### config.mk
export PLATFORM = sky130hd
export DESIGN_NAME = peripheral_wb_burst_master
export DESIGN_NICKNAME = d
export VERILOG_FILES = /design/src/rtl/peripheral_wb_pkg.sv /design/src/rtl/peripheral_wb_watchdog.sv /design/src/rtl/peripheral_wb_burst_master.sv
export SDC_FILE = /design/constraint.sdc
export NUM_CORES = 1
export LEC_CHECK = 0
export ABC_AREA = 1
export BUFFER_PORTS_ARGS = -buffer_cell sky130_fd_sc_hd__buf_4
export CAP_MARGIN = 20
export CELL_PAD_IN_SITES_DETAIL_PLACEMENT = 1
export CELL_PAD_IN_SITES_GLOBAL_PLACEMENT = 1
export CORE_MARGIN = 3
export CORE_UTILIZATION = 37
export CTS_BUF_LIST = sky130_fd_sc_hd__clkbuf_4
export DETAILED_ROUTE_END_ITERATION = 10
export HOLD_SLACK_MARGIN = 0.02
export PLACE_DENSITY_LB_ADDON = 0.12
export SLEW_MARGIN = 40
export SYNTH_ARGS = -nofsm -noshare
export SYNTH_HDL_FRONTEND = slang
export SYNTH_SLANG_ARGS = --single-unit
### constraint.sdc
create_clock -name wb_clk_i -period 2 [get_ports wb_clk_i]
set_clock_uncertainty 0.2 [all_clocks]
set_input_delay 0.1 -clock wb_clk_i [delete_from_list [all_inputs] [get_ports wb_clk_i]]
set_output_delay 0.1 -clock wb_clk_i [all_outputs]
set_load 0.01 [all_outputs]
### src/rtl/peripheral_wb_pkg.sv
// Shared constants and state encoding for the Wishbone burst initiator.
package peripheral_wb_pkg;

  localparam logic [2:0] CTI_CLASSIC = 3'b000;
  localparam logic [2:0] CTI_INCR    = 3'b010;
  localparam logic [2:0] CTI_EOB     = 3'b111;
  localparam logic [1:0] BTE_LINEAR  = 2'b00;

  typedef enum logic [2:0] {
    S_IDLE    = 3'd0,
    S_RD      = 3'd1,
    S_WR_WAIT = 3'd2,
    S_WR_STB  = 3'd3,
    S_DONE    = 3'd4
  } state_t;

endpackage

### src/rtl/peripheral_wb_watchdog.sv
// Stall watchdog: counts consecutive run cycles, flags the last allowed one.
module peripheral_wb_watchdog #(
  parameter int TIMEOUT = 255
) (
  input  logic clk,
  input  logic rst_n,
  input  logic clear,
  input  logic run,
  output logic expired
);

  localparam int CW = $clog2(TIMEOUT + 2);
  localparam logic [CW-1:0] LIM =
    CW'(TIMEOUT == 0 ? 0 : TIMEOUT - 1);
  localparam logic [CW-1:0] ONE = CW'(1);
  localparam logic ENA = (TIMEOUT != 0);

  logic [CW-1:0] cnt;

  // Fires during the TIMEOUT-th stalled cycle so the abort edge ends it.
  assign expired = ENA & run & (cnt == LIM);

  always_ff @(posedge clk or negedge rst_n) begin
    if (!rst_n) begin
      cnt <= '0;
    end else if (clear) begin
      cnt <= '0;
    end else if (run && ENA && cnt != LIM) begin
      cnt <= cnt + ONE;
    end
  end

endmodule

### src/rtl/peripheral_wb_burst_master.sv
// Wishbone B3 incrementing-burst initiator driven by a command/stream front end.
module peripheral_wb_burst_master
  import peripheral_wb_pkg::*;
#(
  parameter int AW        = 8,
  parameter int DW        = 32,
  parameter int MAX_BURST = 16,
  parameter int LW        = $clog2(MAX_BURST),
  parameter int TIMEOUT   = 255
) (
  input  logic            wb_clk_i,
  input  logic            wb_rst_i,
  input  logic            cmd_valid_i,
  output logic            cmd_ready_o,
  input  logic            cmd_we_i,
  input  logic [AW-1:0]   cmd_adr_i,
  input  logic [LW-1:0]   cmd_len_i,
  input  logic            wdata_valid_i,
  output logic            wdata_ready_o,
  input  logic [DW-1:0]   wdata_i,
  input  logic [DW/8-1:0] wsel_i,
  output logic            rdata_valid_o,
  output logic [DW-1:0]   rdata_o,
  output logic            done_o,
  output logic            done_err_o,
  output logic [LW:0]     done_beats_o,
  output logic [AW-1:0]   wb_adr_o,
  output logic [DW-1:0]   wb_dat_o,
  output logic [DW/8-1:0] wb_sel_o,
  output logic            wb_we_o,
  output logic [1:0]      wb_bte_o,
  output logic [2:0]      wb_cti_o,
  output logic            wb_cyc_o,
  output logic            wb_stb_o,
  input  logic            wb_ack_i,
  input  logic            wb_err_i,
  input  logic [DW-1:0]   wb_dat_i
);

  localparam int CW = LW + 1;
  localparam logic [AW-1:0] ADR_ONE = AW'(1);
  localparam logic [CW-1:0] CNT_ONE = CW'(1);

  state_t        state;
  logic [LW-1:0] len_r;
  logic [CW-1:0] cnt;
  logic          last;
  logic          next_eob;
  logic          accept;
  logic          stalled;
  logic          expired;
  logic          err_s;
  logic          ack_s;

  assign last     = cnt == {1'b0, len_r};
  assign next_eob = (cnt + CNT_ONE) == {1'b0, len_r};
  assign accept   = (state == S_IDLE) & cmd_valid_i & cmd_ready_o;
  assign stalled  = wb_stb_o & ~wb_ack_i & ~wb_err_i;
  assign err_s    = wb_stb_o & (wb_err_i | expired);
  assign ack_s    = wb_stb_o & wb_ack_i & ~err_s;
  assign wb_bte_o = BTE_LINEAR;

  peripheral_wb_watchdog #(
    .TIMEOUT(TIMEOUT)
  ) u_wdog (
    .clk    (wb_clk_i),
    .rst_n  (wb_rst_i),
    .clear  (~stalled),
    .run    (stalled),
    .expired(expired)
  );

  // Only path left unregistered: lets an ack pull the next word same cycle.
  always_comb begin
    wdata_ready_o = 1'b0;
    unique case (1'b1)
      (state == S_WR_WAIT):
        wdata_ready_o = 1'b1;
      (state == S_WR_STB):
        wdata_ready_o = wb_ack_i & ~wb_err_i & ~last;
      default: ;
    endcase
  end

  always_ff @(posedge wb_clk_i or negedge wb_rst_i) begin
    if (!wb_rst_i) begin
      state         <= S_IDLE;
      len_r         <= '0;
      cnt           <= '0;
      cmd_ready_o   <= 1'b0;
      rdata_valid_o <= 1'b0;
      rdata_o       <= '0;
      done_o        <= 1'b0;
      done_err_o    <= 1'b0;
      done_beats_o  <= '0;
      wb_adr_o      <= '0;
      wb_dat_o      <= '0;
      wb_sel_o      <= '0;
      wb_we_o       <= 1'b0;
      wb_cti_o      <= CTI_CLASSIC;
      wb_cyc_o      <= 1'b0;
      wb_stb_o      <= 1'b0;
    end else begin
      rdata_valid_o <= 1'b0;
      done_o        <= 1'b0;
      if (ack_s) begin
        wb_adr_o <= wb_adr_o + ADR_ONE;
        cnt      <= cnt + CNT_ONE;
        wb_cti_o <= next_eob ? CTI_EOB : CTI_INCR;
      end
      if (err_s) begin
        wb_cyc_o     <= 1'b0;
        wb_stb_o     <= 1'b0;
        wb_we_o      <= 1'b0;
        wb_cti_o     <= CTI_CLASSIC;
        done_o       <= 1'b1;
        done_err_o   <= 1'b1;
        done_beats_o <= cnt;
        state        <= S_DONE;
      end else begin
        unique case (state)
          S_IDLE: begin
            cmd_ready_o <= ~accept;
            if (accept) begin
              len_r    <= cmd_len_i;
              cnt      <= '0;
              wb_adr_o <= cmd_adr_i;
              wb_we_o  <= cmd_we_i;
              wb_cyc_o <= 1'b1;
              wb_cti_o <= (cmd_len_i == '0) ? CTI_EOB : CTI_INCR;
              if (cmd_we_i) begin
                state <= S_WR_WAIT;
              end else begin
                wb_stb_o <= 1'b1;
                wb_sel_o <= '1;
                state    <= S_RD;
              end
            end
          end
          S_RD: begin
            if (ack_s) begin
              rdata_valid_o <= 1'b1;
              rdata_o       <= wb_dat_i;
              if (last) begin
                wb_cyc_o     <= 1'b0;
                wb_stb_o     <= 1'b0;
                wb_we_o      <= 1'b0;
                wb_cti_o     <= CTI_CLASSIC;
                done_o       <= 1'b1;
                done_err_o   <= 1'b0;
                done_beats_o <= cnt + CNT_ONE;
                state        <= S_DONE;
              end
            end
          end
          S_WR_WAIT: begin
            if (wdata_valid_i) begin
              wb_dat_o <= wdata_i;
              wb_sel_o <= wsel_i;
              wb_stb_o <= 1'b1;
              state    <= S_WR_STB;
            end
          end
          S_WR_STB: begin
            if (ack_s) begin
              if (last) begin
                wb_cyc_o     <= 1'b0;
                wb_stb_o     <= 1'b0;
                wb_we_o      <= 1'b0;
                wb_cti_o     <= CTI_CLASSIC;
                done_o       <= 1'b1;
                done_err_o   <= 1'b0;
                done_beats_o <= cnt + CNT_ONE;
                state        <= S_DONE;
              end else if (wdata_valid_i) begin
                wb_dat_o <= wdata_i;
                wb_sel_o <= wsel_i;
              end else begin
                wb_stb_o <= 1'b0;
                state    <= S_WR_WAIT;
              end
            end
          end
          S_DONE: begin
            cmd_ready_o  <= 1'b1;
            done_err_o   <= 1'b0;
            done_beats_o <= '0;
            state        <= S_IDLE;
          end
          default: state <= S_IDLE;
        endcase
      end
    end
  end

endmodule

# Yosys cells after proc, flatten, opt, wreduce, memory -nomap -nowiden
# Cells that the tools add are included.
[classes]
n_mux = 69
bitwise = 16
eq_ne = 22
reduce_logical = 19
add_sub_neg = 3
[op_table]
columns = ["op", "n"]
rows = [
  ["two-way mux 32 bit", 3],
  ["one-hot mux 32 bit (2 select lines)", 1],
  ["two-way mux 3 bit", 15],
  ["two-way mux 5 bit", 7],
  ["two-way mux 8 bit", 4],
  ["two-way mux 1 bit", 21],
  ["two-way mux 4 bit", 5],
  ["two-way mux 9 bit", 2],
  ["inequality test 3 bit (second input constant)", 6],
  ["one-hot mux 3 bit (4 select lines)", 1],
  ["one-hot mux 4 bit (3 select lines)", 1],
  ["AND reduction 6 bit", 2],
  ["AND 1 bit", 10],
  ["== test 5 x 4 -> 1 bit", 2],
  ["one-hot mux 1 bit (2 select lines)", 5],
  ["one-hot mux 5 bit (2 select lines)", 1],
  ["adder 9 x 1 -> 9 bit (second input constant)", 1],
  ["== test 9 x 8 -> 1 bit (second input constant)", 1],
  ["inequality test 9 x 8 -> 1 bit (second input constant)", 1],
  ["AND reduction 3 bit", 3],
  ["nonzero test 3 bit", 3],
  ["adder 8 x 1 -> 8 bit (second input constant)", 1],
  ["inequality test 2 bit (second input constant)", 4],
  ["AND reduction 4 bit", 2],
  ["20 further kinds", 27],
]
[word_totals]
regBits = 112
inputBits = 87
elab_cells = 146

# Logic depth before layout (Yosys ltp)
# Gate-level depths: netlist of run 1.
[logic_depth]
ltp_word = 13
ltp_mapped = 13
depth_no_buf = 12

# Hierarchy
# A second synthesis of run 1 with hierarchy kept.
[hier_totals]
cells_unflattened = 650
area_unflattened_um2 = 5362.6
[by_module_without_submodules]
columns = ["mod", "cells_per_inst", "n_inst", "area_each_um2"]
rows = [
  ["peripheral_wb_burst_master", 570, 1, 4772.1],
  ["peripheral_wb_watchdog", 80, 1, 590.6],
]

# Least setup slack after synthesis of run 1
# No wires, ideal clock.
[synth_timing]
path_type = "flip-flop to flip-flop"
start = "register u_wdog.cnt[0]"
end = "register done_beats_o[0]"
arrival_ns = 1.539
setup_ns = 0.118
required_time_ns = 1.682
stages_incl_launch_ff = 12
period_less_slack_ns = 1.858
n_path_buf = 0
path_slack_ns = 0.142
path_cell_list = "dfrtp_1 > inv_1 > ha_1 > nand2_1 > nor2_1 > nand3_2 > nand2_1 > nand2_2 > nand3_1 > nand3_1 > nand2_1 > nand2_1"
[synth_via]
elab_chain_cells = 8
elab_cells_between_ends = 11
cone_classes = "eq/ne (3); mux (1); bitwise (5); reduce/logical (2)"
[synth_lines]
columns = ["element", "line_no", "source"]
rows = [
  ["start: declaration", "peripheral_wb_watchdog.sv:18", "logic [CW-1:0] cnt;"],
  ["start signal: assignment", "peripheral_wb_watchdog.sv:29", "cnt <= cnt + ONE;"],
  ["== test 9 x 8 -> 1 bit (*)", "peripheral_wb_watchdog.sv:21", "assign expired = ENA & run & (cnt == LIM);"],
  ["AND 1 bit (*)", "peripheral_wb_watchdog.sv:21", ""],
  ["bitwise OR 1 bit (*)", "peripheral_wb_burst_master.sv:59", "assign err_s = wb_stb_o & (wb_err_i | expired);"],
  ["AND 1 bit (*)", "peripheral_wb_burst_master.sv:59", ""],
  ["inverter 1 bit (no line)", "n/a", ""],
  ["AND 1 bit", "peripheral_wb_burst_master.sv:60", "assign ack_s = wb_stb_o & wb_ack_i & ~err_s;"],
  ["inequality test 3 x 1 -> 1 bit (no line)", "n/a", ""],
  ["AND reduction 3 bit (no line)", "n/a", ""],
  ["end signal: assignment", "peripheral_wb_burst_master.sv:118", "done_beats_o <= cnt;"],
  ["end signal: assignment", "peripheral_wb_burst_master.sv:151", "done_beats_o <= cnt + CNT_ONE;"],
  ["end signal: assignment", "peripheral_wb_burst_master.sv:173", "done_beats_o <= cnt + CNT_ONE;"],
  ["end: declaration", "peripheral_wb_burst_master.sv:26", "output logic [LW:0] done_beats_o,"],
]
# Mark *: on every way between the ends. The rest lies on a longest branch, timed or not.
# A chain may end at the register's enable or synchronous reset.

# Worst setup path after layout of run 1
[layout_timing]
start = "register cnt[0]"
end = "register wb_cti_o[0]"
[layout_via]
elab_chain_cells = 8
elab_cells_between_ends = 10
cone_classes = "add/sub (1); eq/ne (2); mux (7)"
[layout_lines]
columns = ["element", "line_no", "source"]
rows = [
  ["start: declaration", "peripheral_wb_burst_master.sv:46", "logic [CW-1:0] cnt;"],
  ["start signal: assignment", "peripheral_wb_burst_master.sv:108", "cnt <= cnt + CNT_ONE;"],
  ["adder 5 x 1 -> 5 bit", "peripheral_wb_burst_master.sv:56", "assign next_eob = (cnt + CNT_ONE) == {1'b0, len_r};"],
  ["== test 5 x 4 -> 1 bit", "peripheral_wb_burst_master.sv:56", ""],
  ["two-way mux 3 bit", "peripheral_wb_burst_master.sv:109", "wb_cti_o <= next_eob ? CTI_EOB : CTI_INCR;"],
  ["two-way mux 3 bit", "peripheral_wb_burst_master.sv:106", "if (ack_s) begin"],
  ["two-way mux 3 bit", "peripheral_wb_burst_master.sv:144, peripheral_wb_burst_master.sv:166", ""],
  ["two-way mux 3 bit", "peripheral_wb_burst_master.sv:165", "if (ack_s) begin"],
  ["one-hot mux 3 bit (2 select lines) (*)", "peripheral_wb_burst_master.sv:121", "unique case (state)"],
  ["two-way mux 3 bit (*)", "peripheral_wb_burst_master.sv:111", "if (err_s) begin"],
  ["end signal: assignment", "peripheral_wb_burst_master.sv:109", ""],
  ["end signal: assignment", "peripheral_wb_burst_master.sv:130", "wb_cti_o <= (cmd_len_i == '0) ? CTI_EOB : CTI_INCR;"],
  ["end: declaration", "peripheral_wb_burst_master.sv:32", "output logic [2:0] wb_cti_o,"],
]
# Marked as above.

==> results.py, run 1 <==
metrics = {
    "run_status": {
        "status": "complete, but fails checks",
        "violations": "setup timing",
    },
    "detailed_routing": {
        "drtIter0Drc": 254,
        "via_per_inst": 4.97,
        "drt-total-wl_mm": 21.8,
        "drc_errors": 0,
        "wire_per_inst_um": 19.2,
        "ant_nets": 0,
        "via_count": 5621,
        "dr.pass1.iters": 4,
    },
    "critical_path": {
        "slowest_stage": "dfrtp_2",
        "r2r_end": "wb_cti_o[0]",
        "path_common_cell": "nand2_1",
        "start_kind": "register",
        "path_max_fanout": 4,
        "critical_path_class": "register to register",
        "r2r_cells": 10,
        "crit_arrival_ps": 2260,
        "r2r_slack_ps": -40,
        "end_kind": "register",
        "max_stage_delay_ps": 460,
        "critical_path_buf_inv_count": 2,
        "reg2reg_from": "cnt[0]",
        "required_ps": 2220,
        "worstPathCellList": "buf_4 -> ha_2 -> xor2_1 -> nor2_1 -> nand3_1 -> o21ai_2 -> nand2_1 -> nand2_1 -> nand2_1 -> inv_1",
        "critPathTopFamily": "simple AND/OR/NAND/NOR gates",
    },
    "final_layout": {
        "fin_cells": 1132,
        "nFillCells": 1541,
        "final_nets": 1041,
        "syn2layout_area_growth_pct": 64.7,
        "drive_gt1_share_pct": 35.3,
    },
    "logic_synthesis": {
        "ys.flop_type": "dfrtp_1",
        "synth_top_family_by_area": "simple AND/OR/NAND/NOR gates",
        "ys_seq_area_share_pct": 54.6,
        "yosys.area_share.simple_pct": 31.0,
        "synth_edf_count": 0,
        "synth.avg_cell_area_um2": 7.97,
        "synth.cell_area_um2": 5140,
        "synth_compound_area_share_pct": 5.60,
        "ys_ff_latch": 112,
        "synth.mux.area_fraction_pct": 0,
        "yosysWarnings": 0,
        "async_flop_share_pct": 100,
        "synth-xor-area-share_pct": 2.05,
        "postSynthCellCount": 645,
        "synth_cell_types": 34,
        "synthAdderAreaFrac_pct": 0.974,
    },
    "clocking": {
        "clock_latency_ps": 480,
        "clk_path_buf_depth": 2,
        "cts_sinks": 112,
        "cts_tree": "done",
        "cts-root-buf": "clkbuf_4",
        "cts_max_level": 3,
        "numCtsBuffers": 9,
        "clk_pin_slew_worst_paths_ps": 170,
    },
    "timing": {
        "slew_headroom_pct": 59.9,
        "tns_ps": -125,
        "hold_viol": 0,
        "finalCriticalPeriod_ps": 2040,
        "rsz0062_at_grt": "yes",
        "finalSetupViolations": 7,
        "tightest_slew_ps": 597,
        "fin_ws_ps": -42.3,
        "max_freq_ghz": 0.490,
        "slew_viol_final": 0,
        "period_share_pct": 102,
    },
    "pwr": {
        "ir_worst_vdd_mv": 0.530,
        "power_density_nw_per_um2": 1210,
        "leakagePower_uw": 0.00451,
    },
    "floorplan": {
        "num_rows": 42,
        "core_area_um2": 13400,
        "ios": 181,
        "initial_core_util_pct": 38.3,
        "die_area_um2": 15300,
        "die_height_um": 124,
        "fp.dieW_um": 124,
    },
    "global_route": {
        "grt_pass1_vias": 5888,
        "grt_max_degree": 58,
        "overflow": 0,
        "groute.usage.overall_pct": 24.6,
        "antenna_found_initial": 1,
        "grt_pass1_wl_mm": 29.5,
    },
    "worst_hold_path": {
        "hold_depth": 4,
        "min_path_type": "input port to register",
        "min_from": "wb_dat_i[5]",
        "min_to": "rdata_o[5]",
    },
    "run": {
        "cap_violations": 0,
    },
    "place": {
        "routabilityCongestion": 0.807,
        "pre_cts_ws_ps": -108,
        "port_buffers": 178,
        "dpl.cell_count": 1005,
        "dp_hpwl_mm": 12.1,
    },
}
final cells by class:
class / count / area, um2 / share of cell area [%]
Clock buffer: 9 / 67.6 / 0.799
Antenna cell: 2 / 5.00 / 0.0592
Multi-Input combinational cell: 470 / 2410 / 28.5
Inverter: 43 / 161 / 1.91
Timing Repair Buffer: 314 / 2740 / 32.4
Clock inverter: 6 / 45.0 / 0.532
Tap cell: 176 / 220 / 2.60
Sequential cell: 112 / 2810 / 33.2
sequential cells by signal (all words and copies together) (netlist names):
name	flops
wb_adr_o	8
rdata_valid_o	1
len_r	4
cnt	5
u_wdog.cnt	9
wb_sel_o	4
done_o	1
wb_cyc_o	1
wb_dat_o	32
done_err_o	1
wb_stb_o	1
done_beats_o	5
cmd_ready_o	1
state	3
rdata_o	32
wb_we_o	1
wb_cti_o	3
per-layer routing:
layer,routed length (um),track usage (%),vias to the layer above,share of wire [%]
li1,-,-,2617,-
met1,8010,28.3,2770,37
met2,11800,44.2,186,54
met3,1260,5.68,48,5.8
met4,673,9.55,0,3.1
met5,0,0,-,0
worst register-to-register path, cell delays in order, from the launching register on:
cell	delay, ps
dfrtp_2	460
buf_4	150
ha_2	300
xor2_1	180
nor2_1	120
nand3_1	120
o21ai_2	190
nand2_1	80
nand2_1	70
nand2_1	80
inv_1	60
placed cells by master (no fill, tap or decap), drive strengths merged:
| master | count |
|---|---|
| a31oi | 2 |
| a211oi | 1 |
| nor2 | 39 |
| clkinvlp | 1 |
| o211ai | 2 |
| xnor2 | 4 |
| nor4 | 1 |
| or2 | 5 |
| clkbuf | 13 |
| diode | 2 |
| dfrtp | 112 |
| o22ai | 2 |
| a21oi | 11 |
| nand3b | 1 |
| clkinv | 3 |
| nor3 | 4 |
| o21ai | 29 |
| inv | 45 |
| buf | 223 |
| o211a | 1 |
| a21o | 1 |
| a21boi | 3 |
| nand2 | 320 |
| ha | 4 |
| xor2 | 8 |
| nand4 | 4 |
| conb | 2 |
| nand3 | 26 |
| dlygate4sd3 | 87 |
cells in the mapped netlist (2+ instances only):
cell type | n | area [um2]
dfrtp_1 | 112 | 2800
a21boi_0 | 2 | 15.0
nand3_1 | 25 | 125
inv_1 | 42 | 158
nand2_1 | 316 | 1190
o211ai_1 | 2 | 15.0
buf_2 | 11 | 55.1
o22ai_1 | 2 | 12.5
nand4_1 | 4 | 25.0
buf_6 | 4 | 45.0
nand2_2 | 3 | 18.8
nor2_1 | 39 | 146
xnor2_1 | 4 | 35.0
xor2_1 | 8 | 70.1
or2_2 | 5 | 31.3
o21ai_0 | 21 | 105
a31oi_1 | 2 | 12.5
clkbuf_1 | 5 | 18.8
nor3_1 | 2 | 10.0
a21oi_1 | 11 | 55.1
o21ai_1 | 8 | 40.0
buf_4 | 2 | 15.0
ha_1 | 4 | 50.1
per-stage QoR:
stage	utilization [%]	hold WS (ps)	power (uW)	area, um2
4_1_cts	59.3	106	9560	7940
3_5_place_dp	51.0	-109	8210	6840
6_report	63.1	146	10300	8460
2_1_floorplan	-	-396	5870	5140
5_1_grt	63.1	138	10900	8460
3_3_place_gp	51.0	-111	7980	6840
power by group:
group | total, uW | switching (uW) | internal, uW
sequential | 3860 | 705 | 3160
combinational | 5320 | 2860 | 2450
clock | 1080 | 816 | 259
total | 10300 | 4390 | 5870
repair_timing:
action / in CTS / in global routing
endpoints found under the setup margin: 68 / 69
gates cloned: 0 / 7
gates resized for setup: 27 / 90
hold endpoints to repair: 212 / 0
pin swaps: 0 / 15
setup buffers: 6 / 9
hold buffers: 88 / 0
kinds of logic (layout without fill, tap and decap cells):
group,count (synthesis),in the layout
AND/OR/NAND/NOR,399,400
flip-flops,112,112
buffers and inverters,65,372
AO/OA/AOI/OAI,52,52
XOR/XNOR,12,12
adder cells (fa/ha/maj),4,4
other,1,4
worst max-delay path by stage:
stage	start	to	slack, ps	cells after the start
2_1_floorplan	u_wdog.cnt[0]	done_beats_o[0]	140	11
4_1_cts	cnt[1]	wdata_ready_o	-4	7
3_5_place_dp	u_wdog.cnt[0]	state[1]	-110	12
3_3_place_gp	u_wdog.cnt[0]	state[1]	70	12
6_report	cnt[0]	wb_cti_o[0]	-40	10
5_1_grt	cnt[0]	wb_cti_o[0]	-110	10
No activity file was read; power rests on OpenSTA's default activity.
==> run 2: changes to the inputs <==
--- a/config.mk
+++ b/config.mk
@@ -5,13 +5,13 @@
 export SDC_FILE = /design/constraint.sdc
 export NUM_CORES = 1
 export LEC_CHECK = 0
-export ABC_AREA = 1
+export ABC_AREA = 0
 export BUFFER_PORTS_ARGS = -buffer_cell sky130_fd_sc_hd__buf_4
 export CAP_MARGIN = 20
 export CELL_PAD_IN_SITES_DETAIL_PLACEMENT = 1
 export CELL_PAD_IN_SITES_GLOBAL_PLACEMENT = 1
 export CORE_MARGIN = 3
-export CORE_UTILIZATION = 37
+export CORE_UTILIZATION = 40
 export CTS_BUF_LIST = sky130_fd_sc_hd__clkbuf_4
 export DETAILED_ROUTE_END_ITERATION = 10
 export HOLD_SLACK_MARGIN = 0.02
==> results.py, run 2 <==
metrics = {
    "run_status": {
        "status": "complete, but fails checks",
        "violations": "setup timing",
    },
    "pwr": {
        "leakagePower_uw": 0.00423,
        "power_density_nw_per_um2": 1430,
        "ir_worst_vdd_mv": 0.771,
    },
    "global_route": {
        "grt_util_met2_pct": 59.4,
        "overflow": 0,
        "grt_max_degree": 44,
        "antenna_found_initial": 3,
        "met3_usage_pct": 7.93,
        "top_usage_layer": "met2",
        "grt_pass1_wl_mm": 34.7,
        "use_met1_pct": 37.1,
        "groute.usage.overall_pct": 32.5,
        "grt_pass1_vias": 5610,
    },
    "timing": {
        "tns_ps": -33380,
        "hold_viol": 0,
        "period_share_pct": 142,
        "tightest_slew_ps": 1150,
        "max_freq_ghz": 0.353,
        "fin_ws_ps": -835,
        "finalSetupViolations": 109,
        "finalCriticalPeriod_ps": 2840,
        "slew_viol_final": 0,
        "rsz0062_at_grt": "yes",
        "slew_headroom_pct": 23.0,
    },
    "final_layout": {
        "final_common_cell": "buf_4",
        "finalInstanceArea_um2": 8800,
        "reg.largest.list": "rdata_o (32), wb_dat_o (32), u_wdog.cnt (9)",
        "final_cell_mix": "buf_4 (232), dfrtp_1 (110), dlygate4sd3_1 (87)",
        "drive_gt1_share_pct": 53.8,
        "utilization_pct": 72.4,
        "syn2layout_area_growth_pct": 75.2,
        "final_nets": 833,
    },
    "critical_path": {
        "end_kind": "register",
        "r2r_cells": 4,
        "critPathTopFamily": "compound AO/OA/AOI/OAI gates",
        "reg2reg_from": "state[1]",
        "slowest_stage": "o31ai_1",
        "start_kind": "register",
        "worstSetupPathDepth": 4,
        "critical_path_class": "register to register",
        "r2r_slack_ps": -840,
        "crit_arrival_ps": 3100,
        "worstPathCellList": "buf_4 -> o31ai_1 -> a21oi_1 -> nor3_2",
        "path_max_fanout": 6,
        "r2r_end": "wb_stb_o",
        "critical_path_buf_inv_count": 1,
        "required_ps": 2270,
        "max_stage_delay_ps": 950,
    },
    "run": {
        "cap_violations": 0,
    },
    "floorplan": {
        "core_area_um2": 12200,
        "num_rows": 40,
        "die_height_um": 118,
        "ios": 181,
        "initial_core_util_pct": 41.3,
        "fp.dieW_um": 118,
        "die_area_um2": 13900,
    },
    "place": {
        "dpl_cell_area_um2": 6920,
        "port_buffers": 178,
        "dp_hpwl_mm": 11.4,
        "routabilityCongestion": 0.824,
    },
    "logic_synthesis": {
        "yosysTopAreaCell": "dfrtp_1",
        "synth_common_cells": "dfrtp_1 (112), nand2_1 (32), mux2_4 (30)",
        "ys.flop_type": "dfrtp_1",
        "async_flop_share_pct": 100,
        "synth.cell_area_um2": 5020,
        "synth_most_common_cell": "dfrtp_1",
        "ys_seq_area_share_pct": 55.8,
        "ys_ff_latch": 112,
        "yosysWarnings": 0,
        "postSynthCellCount": 402,
        "synth_cell_types": 49,
        "ys_top_cells_by_area": "dfrtp_1 (56%), mux2_4 (9.0%), mux2_1 (4.9%)",
        "synth.avg_cell_area_um2": 12.5,
        "yosysTopAreaCellShare_pct": 55.8,
        "synth_edf_count": 0,
    },
    "detailed_routing": {
        "dr.pass1.iters": 5,
        "via_per_inst": 6.33,
        "wire_per_inst_um": 37.7,
        "ant_nets": 0,
        "drtIter0Drc": 718,
        "drc_errors": 0,
        "drt-total-wl_mm": 34.8,
        "via_count": 5847,
    },
    "clocking": {
        "cts-root-buf": "clkbuf_4",
        "numCtsBuffers": 9,
        "cts_sinks": 112,
        "cts_tree": "done",
        "cts_max_level": 3,
        "clk_pin_slew_worst_paths_ps": 230,
        "clk_path_buf_depth": 2,
        "clock_latency_ps": 560,
    },
    "worst_hold_path": {
        "hold_depth": 3,
        "min_path_type": "input port to register",
        "min_from": "wdata_i[30]",
        "min_to": "wb_dat_o[30]",
    },
}
==> run 2: layout make-up <==
cell class | count | area (um2)
Clock buffer | 10 | 75.1
Sequential cell | 112 | 2810
Antenna cell | 8 | 20.0
Inverter | 4 | 15.0
Timing Repair Buffer | 349 | 3100
Clock inverter | 6 | 77.6
Tap cell | 168 | 210
Fill cell | 1151 | 3360
Multi-Input combinational cell | 266 | 2500
==> run 2: kinds of logic (layout without fill, tap and decap cells) <==
| logic type | Yosys count | in the layout | synth area share [%] |
|---|---|---|---|
| simple gates | 109 | 109 | 11.3 |
| mux | 77 | 77 | 19.4 |
| fa+ha+maj | 4 | 4 | 0.996 |
| buf+inv | 25 | 369 | 2.69 |
| flops | 112 | 112 | 55.8 |
| other cells | 1 | 10 | 0.0746 |
| xor+xnor | 20 | 20 | 3.49 |
| compound gates | 54 | 54 | 6.30 |
==> run 2: metrics by stage <==
stage	power [uW]	instances	hold WS [ps]	setup WS, ps
5_1_grt	12800	923	105	-761
3_3_place_gp	8270	782	-131	-167
4_1_cts	10200	896	113	-208
6_report	12600	923	113	-835
3_5_place_dp	8490	782	-131	-215
2_1_floorplan	6000	403	-396	-290
==> run 2: how the worst max path moves through the flow <==
stage                        from            end  slack (ps)
floorplan           u_wdog.cnt[0]   wb_dat_o[10]        -290
global route             state[1]       wb_stb_o        -760
global placement    u_wdog.cnt[0]       len_r[2]        -170
CTS                        cnt[0]  wdata_ready_o        -210
detailed placement  u_wdog.cnt[0]    wb_adr_o[7]        -220
finish                   state[1]       wb_stb_o        -840
==> run 2: tightest hold or removal path: cells and delay by family <==
kind | cells | cell delay, ps
multiplexers | 1 | 140
buffers and inverters | 2 | 630
==> run 2: layer usage <==
layer  routed length, um  up-vias  part of all wire (%)
li1                    -     2096                     -
met1               11700     2915                    34
met2               16000      598                    46
met3                3870      236                    11
met4                3160        2                   9.1
met5                   7        -                 0.020
==> run 2: report_power, final <==
part           total, uW  internal, uW  switching [uW]
registers           4300          3190            1120
logic               6900          3480            3420
clock network       1390           416             973
total              12600          7080            5510
==> run 2: what timing repair did <==
| item | 4_1_cts | 5_1_grt |
|---|---|---|
| setup endpoints to repair | 93 | 102 |
| hold buffers | 88 | 0 |
| pin swaps | 15 | 18 |
| gates cloned | 2 | 6 |
| endpoints found under the hold margin | 215 | 0 |
| resized for setup | 33 | 105 |
| setup buffers | 9 | 14 |
